===== src/rtl/lcd_pkg.sv =====
// lcd_pkg: shared state encoding, RS levels and default timing for the LCD read engine
package lcd_pkg;
    typedef enum logic [2:0] {IDLE, CMD_WR, CMD_HOLD, RD_LOW, RD_HIGH, RSP_WAIT} lcd_state_t;
    localparam logic LCD_CMD_INST = 1'b0;
    localparam logic LCD_CMD_DATA = 1'b1;
    localparam int LCD_T_WRL = 2;
    localparam int LCD_T_WRH = 2;
    localparam int LCD_T_RDL = 12;
    localparam int LCD_T_RDH = 4;
    function automatic int max4(input int a, input int b, input int c, input int d);
        int m;
        m = a > b ? a : b;
        m = c > m ? c : m;
        return d > m ? d : m;
    endfunction
endpackage


===== src/rtl/lcd_phase_timer.sv =====
// lcd_phase_timer: loadable down-counter; done marks the last cycle of the current phase
module lcd_phase_timer #(
    parameter int W = 4
) (
    input  logic         clk,
    input  logic         resetn,
    input  logic         load,
    input  logic [W-1:0] value,
    output logic         done
);
    logic [W-1:0] cnt;
    always_ff @(posedge clk or negedge resetn)
        if (!resetn) cnt <= '0;
        else cnt <= load ? value : cnt - 1'b1;
    assign done = cnt == '0;
endmodule


===== src/rtl/lcd_reader.sv =====
// lcd_reader: 8080-style LCD register read (one command write, then req_len+1 strobed reads)
// LCD_RD_DUMMY_EN: discard the first read strobe after the command phase
module lcd_reader
    import lcd_pkg::*;
#(
    parameter int T_WRL = LCD_T_WRL,
    parameter int T_WRH = LCD_T_WRH,
    parameter int T_RDL = LCD_T_RDL,
    parameter int T_RDH = LCD_T_RDH
) (
    input  logic        clk,
    input  logic        resetn,
    input  logic        req_valid,
    output logic        req_ready,
    input  logic [15:0] req_cmd,
    input  logic [3:0]  req_len,
    output logic        rsp_valid,
    input  logic        rsp_ready,
    output logic [15:0] rsp_data,
    output logic        rsp_last,
    output logic        busy,
    output logic        lcd_hw_cs,
    output logic        lcd_hw_rs,
    output logic        lcd_hw_wr,
    output logic        lcd_hw_rd,
    output logic [15:0] lcd_hw_data_o,
    output logic        lcd_hw_data_oe,
    input  logic [15:0] lcd_hw_data_i
);
    localparam int W = $clog2(max4(T_WRL, T_WRH, T_RDL, T_RDH) + 1);
`ifdef LCD_RD_DUMMY_EN
    localparam logic DUMMY = 1'b1;
`else
    localparam logic DUMMY = 1'b0;
`endif
    lcd_state_t state;
    logic [3:0] cnt;
    logic dummy, load, done;
    logic [W-1:0] value;

    // the timer is always preloaded with the length of the phase that follows the current one
    assign load  = done || state == IDLE || state == RSP_WAIT;
    assign value = state == IDLE ? W'(T_WRL - 1) :
                   state == CMD_WR ? W'(T_WRH - 1) :
                   state == RD_LOW ? W'(T_RDH - 1) : W'(T_RDL - 1);
    assign req_ready = resetn && state == IDLE;
    assign busy = state != IDLE;

    lcd_phase_timer #(.W(W)) u_timer (
        .clk(clk), .resetn(resetn), .load(load), .value(value), .done(done)
    );

    always_ff @(posedge clk or negedge resetn) begin
        if (!resetn) begin
            state          <= IDLE;
            lcd_hw_cs      <= 1'b1;
            lcd_hw_rs      <= LCD_CMD_DATA;
            lcd_hw_wr      <= 1'b1;
            lcd_hw_rd      <= 1'b1;
            lcd_hw_data_oe <= 1'b0;
            lcd_hw_data_o  <= '0;
            rsp_valid      <= 1'b0;
            rsp_last       <= 1'b0;
            rsp_data       <= '0;
            cnt            <= '0;
            dummy          <= 1'b0;
        end else begin
            if (rsp_valid && rsp_ready) rsp_valid <= 1'b0;
            case (state)
                IDLE: if (req_valid) begin
                    state          <= CMD_WR;
                    cnt            <= req_len;
                    lcd_hw_cs      <= 1'b0;
                    lcd_hw_rs      <= LCD_CMD_INST;
                    lcd_hw_wr      <= 1'b0;
                    lcd_hw_data_o  <= req_cmd;
                    lcd_hw_data_oe <= 1'b1;
                end
                CMD_WR: if (done) begin
                    state     <= CMD_HOLD;
                    lcd_hw_wr <= 1'b1;
                end
                CMD_HOLD: if (done) begin
                    state          <= RD_LOW;
                    lcd_hw_rs      <= LCD_CMD_DATA;
                    lcd_hw_rd      <= 1'b0;
                    lcd_hw_data_oe <= 1'b0;
                    dummy          <= DUMMY;
                end
                RD_LOW: if (done) begin
                    state     <= RD_HIGH;
                    lcd_hw_rd <= 1'b1;
                    rsp_valid <= !dummy;
                    rsp_last  <= cnt == '0;
                    if (!dummy) rsp_data <= lcd_hw_data_i;
                end
                RD_HIGH: if (done) begin
                    if (rsp_valid && !rsp_ready) state <= RSP_WAIT;
                    else if (!dummy && cnt == '0) begin
                        state     <= IDLE;
                        lcd_hw_cs <= 1'b1;
                    end else begin
                        state     <= RD_LOW;
                        lcd_hw_rd <= 1'b0;
                        cnt       <= dummy ? cnt : cnt - 1'b1;
                        dummy     <= 1'b0;
                    end
                end
                RSP_WAIT: if (rsp_ready) begin
                    if (cnt == '0) begin
                        state     <= IDLE;
                        lcd_hw_cs <= 1'b1;
                    end else begin
                        state     <= RD_LOW;
                        lcd_hw_rd <= 1'b0;
                        cnt       <= cnt - 1'b1;
                    end
                end
                default: state <= IDLE;
            endcase
        end
    end
endmodule


===== config.mk =====
export PLATFORM = sky130hd
export DESIGN_NAME = lcd_reader
export DESIGN_NICKNAME = d
export VERILOG_FILES = /design/src/rtl/lcd_pkg.sv /design/src/rtl/lcd_phase_timer.sv /design/src/rtl/lcd_reader.sv
export SDC_FILE = /design/constraint.sdc
export NUM_CORES = 1
export LEC_CHECK = 0
export CORE_MARGIN = 3
export CORE_UTILIZATION = 46
export CTS_CLUSTER_DIAMETER = 100
export DETAILED_ROUTE_END_ITERATION = 16
export PLACE_DENSITY = 0.8
export SKIP_LAST_GASP = 1
export SLEW_MARGIN = 20
export SYNTH_ARGS = -nofsm -noshare
export SYNTH_HDL_FRONTEND = slang
export SYNTH_HIERARCHICAL = 1
export SYNTH_SLANG_ARGS = --single-unit

===== constraint.sdc =====
create_clock -name clk -period 2.5 [get_ports clk]
set_input_delay 0.375 -clock clk [delete_from_list [all_inputs] [get_ports clk]]
set_output_delay 0.375 -clock clk [all_outputs]
set_load 0.03 [all_outputs]

==> flow_summary.json <==
{
  "hold_class": "in -> async",
  "antenna_left": 0,
  "clockBufferDepth": 2,
  "cp_slowest_cell": "clkdlybuf4s50_1",
  "final_cells": 349,
  "die-area_mm2": 0.00617,
  "pwr-share-comb": 0.573,
  "num_rows": 25,
  "syn_avg_cell_area_um2": 12.2,
  "overflow": 0,
  "holdBufCountCts": 0,
  "ctsResizeCount": 0,
  "worst-r2r-cell-count": 8,
  "synthSimpleGateAreaFrac": 0.0972,
  "drive_gt1_frac": 0.184,
  "area_delta_synth_final_pct": 38.7,
  "power_switching_uw": 1860,
  "critical_path_class": "reg -> out",
  "fin_skew_ns": 0.00779,
  "hpwl_um": 3970,
  "yosysTopAreaCellShare": 0.475,
  "swShare": 0.413,
  "synth-edff-count": 0,
  "power_frac_seq": 0.324,
  "place_area_mm2": 0.00327,
  "yosys-top-cells-area": "dfrtp_1 (48%), mux2_4 (9.3%), mux2_2 (4.7%)",
  "antenna_found_initial": 0,
  "finalCritPeriodShare": 0.860,
  "setup_viol": 0,
  "vdd_drop_max_uv": 590,
  "synth_xor_area_frac": 0.00724,
  "drtPass1Iterations": 4,
  "wirelength_um": 5400,
  "ys_ff_latch": 50,
  "synthDistinctLibCells": 49,
  "maxSlewViolCount": 0,
  "cts_max_level": 2,
  "powerDensity_mw_per_mm2": 1340,
  "start_util": 0.493,
  "fmax_mhz": 465,
  "layout.nets": 323,
  "final_area_mm2": 0.00336,
  "worst_setup_path_start_kind": "flop",
  "placedCellCount": 341,
  "synth_fa_ha_area_frac": 0.0103,
  "crit_chain": "nor3_2 -> and2_1 -> clkdlybuf4s50_1",
  "rsz0062_at_grt": "false",
  "cts.reportedPaths.clkPinSlew_ns": 0.09,
  "wl_per_cell_um": 15.5,
  "clock-sinks": 50,
  "grt_pass1_vias": 1731,
  "worst_slew_pin_slew_ns": 0.698,
  "viasPerCell": 5.15,
  "crit_path_max_fanout": 3,
  "required_ns": 2.12,
  "hold_violations": 0,
  "crit_arrival_ns": 1.78,
  "power.share.clock": 0.103,
  "critPathCaptureType": "output pin",
  "async_flop_share": 1.00,
  "p_leak_uw": 0.00144,
  "grt_max_degree": 51,
  "fin_setup_tns_ns": 0,
  "port_buffers": 80,
  "insertion_delay_ns": 0.30,
  "synth_compound_area_frac": 0.124,
  "status": "finished, final reports clean",
  "cp_num_buf_inv": 1,
  "r2r_setup_slack_ns": 0.46,
  "maxCapViolCount": 0,
  "netlist_area_mm2": 0.00242,
  "cts_buffers": 5,
  "final_util": 0.684,
  "crit_family": "buffers and inverters",
  "drtIter0Drc": 104,
  "drc_errors": 0,
  "crit_path_max_incr_delay_ns": 0.67,
  "grt_pass1_wl_um": 8750,
  "yosys_warnings": 6,
  "cts_tree": "yes",
  "yosys.area.top_type": "dfrtp_1",
  "gp_congestion": 0.779,
  "pin_count": 81,
  "postCtsSetupBuffers": 0,
  "p_int_uw": 2640,
  "yosysSeqAreaShare": 0.519,
  "fin_crit_ns": 2.15,
  "dr_total_vias": 1799,
  "grt_usage": 0.180,
  "rr_startpoint": "u_timer/cnt[0]",
  "r2r-end": "cnt[1]",
  "synth_top_family_by_area": "multiplexers",
  "synth_cells": 198,
  "synth_fp_nets": 240,
  "fp.dieW_um": 78.5,
  "core_area_mm2": 0.00491,
  "root_buffer": "clkbuf_8",
  "synthMuxAreaShare": 0.190,
  "yosys_most_used_dff": "dfrtp_1",
  "relSlewSlack": 0.534,
  "diodes": 0,
  "die_y_um": 78.5
}
[worst reg2reg max path: cells and delay by family (launching register included)]
family                     cells  cell delay, ns
AOI/OAI and AO/OA              2            0.49
muxes                          2            0.42
DFF                            1            0.42
adders and majority gates      1            0.17
buffers and inverters          2            0.27
and+or+nand+nor                1            0.19
[area by class of cell]
cell class                      instances  area (µm²)
Fill cell                             376        1550
Sequential cell                        50        1260
Multi-Input combinational cell        127        1040
Timing Repair Buffer                   87         848
Tap cell                               67        83.8
Clock buffer                            6        72.6
Inverter                               10        37.5
Clock inverter                          2        15.0
[power by group through the flow]
stage               sequential [µW]  clock [µW]  combinational (µW)
global route                   1510         524                2730
CTS                            1460         480                2600
floorplan                      2050           0                1090
detailed placement             1480           0                2590
global placement               1440           0                2540
finish                         1460         463                2580
[layer usage]
layer	up-vias	global-route usage	routed length (µm)	part of all wire
li1	852	-	-	-
met1	878	0.250	2430	0.45
met2	64	0.283	2570	0.48
met3	5	0.0436	351	0.065
met4	0	0.0472	51	0.0094
met5	-	0	0	0
[layout by cell type, fill, tap and decap left out, types with 2 or more instances in the layout]
cell / instances
o21ai_0: 9
clkbuf_8: 5
mux2i_1: 2
mux2_4: 15
mux2_1: 9
ha_1: 2
and2_1: 3
inv_1: 10
o211ai_1: 2
a21oi_1: 13
mux2_2: 10
conb_1: 2
nor3_1: 3
nor2_1: 10
dfstp_2: 4
o31a_1: 2
nand2_1: 11
clkinvlp_4: 2
clkdlybuf4s50_1: 79
buf_4: 7
nand2b_1: 3
o22a_1: 2
a21o_1: 2
dfrtp_1: 46
nor3b_1: 3
[sequential cells by signal, summed over array words and instances, names as in the netlist]
register        flops
cnt                 4
rsp_data           16
rsp_last            1
lcd_hw_rd           1
lcd_hw_data_oe      1
lcd_hw_cs           1
rsp_valid           1
u_timer/cnt         4
state               3
lcd_hw_wr           1
lcd_hw_rs           1
lcd_hw_data_o      16
[cell usage after synthesis (all sizes together), types with 2 or more instances]
master  number
inv         10
conb         2
nor2        10
a22oi        2
nor3         4
nor3b        3
dfstp        4
buf         10
or3b         2
a21oi       13
mux2        34
mux2i        2
and2         3
o21ai       10
o211ai       2
a21o         2
nand2       11
dfrtp       46
nand2b       3
o31a         2
o22a         2
ha           2
[metrics by stage]
stage	hold slack [ns]	setup WS, ns	total power (µW)
after global routing	0.249	0.250	4770
after global placement	0.466	0.539	3990
after CTS	0.233	0.313	4540
after detailed placement	0.474	0.495	4070
final	0.204	0.349	4500
after floorplan	0.0794	0.583	3140
[worst max path at each step]
stage | slack (ns) | cells past startpoint | from | endpoint
3_5_place_dp | 0.49 | 8 | u_timer/cnt[0] | cnt[1]
6_report | 0.35 | 3 | state[1] | req_ready
5_1_grt | 0.25 | 3 | state[1] | req_ready
2_1_floorplan | 0.58 | 8 | u_timer/cnt[0] | rsp_data[0]
3_3_place_gp | 0.54 | 5 | req_valid | cnt[0]
4_1_cts | 0.31 | 3 | state[1] | req_ready
[logic make-up after synthesis]
kind of cell | count (synthesis)
DFF | 50
other | 2
adders and majority gates | 2
and+or+nand+nor | 43
muxes | 36
buffers and inverters | 21
xor gates and xnor gates | 2
AOI/OAI and AO/OA | 42
Note: power is estimated with default switching activity, not from simulation.
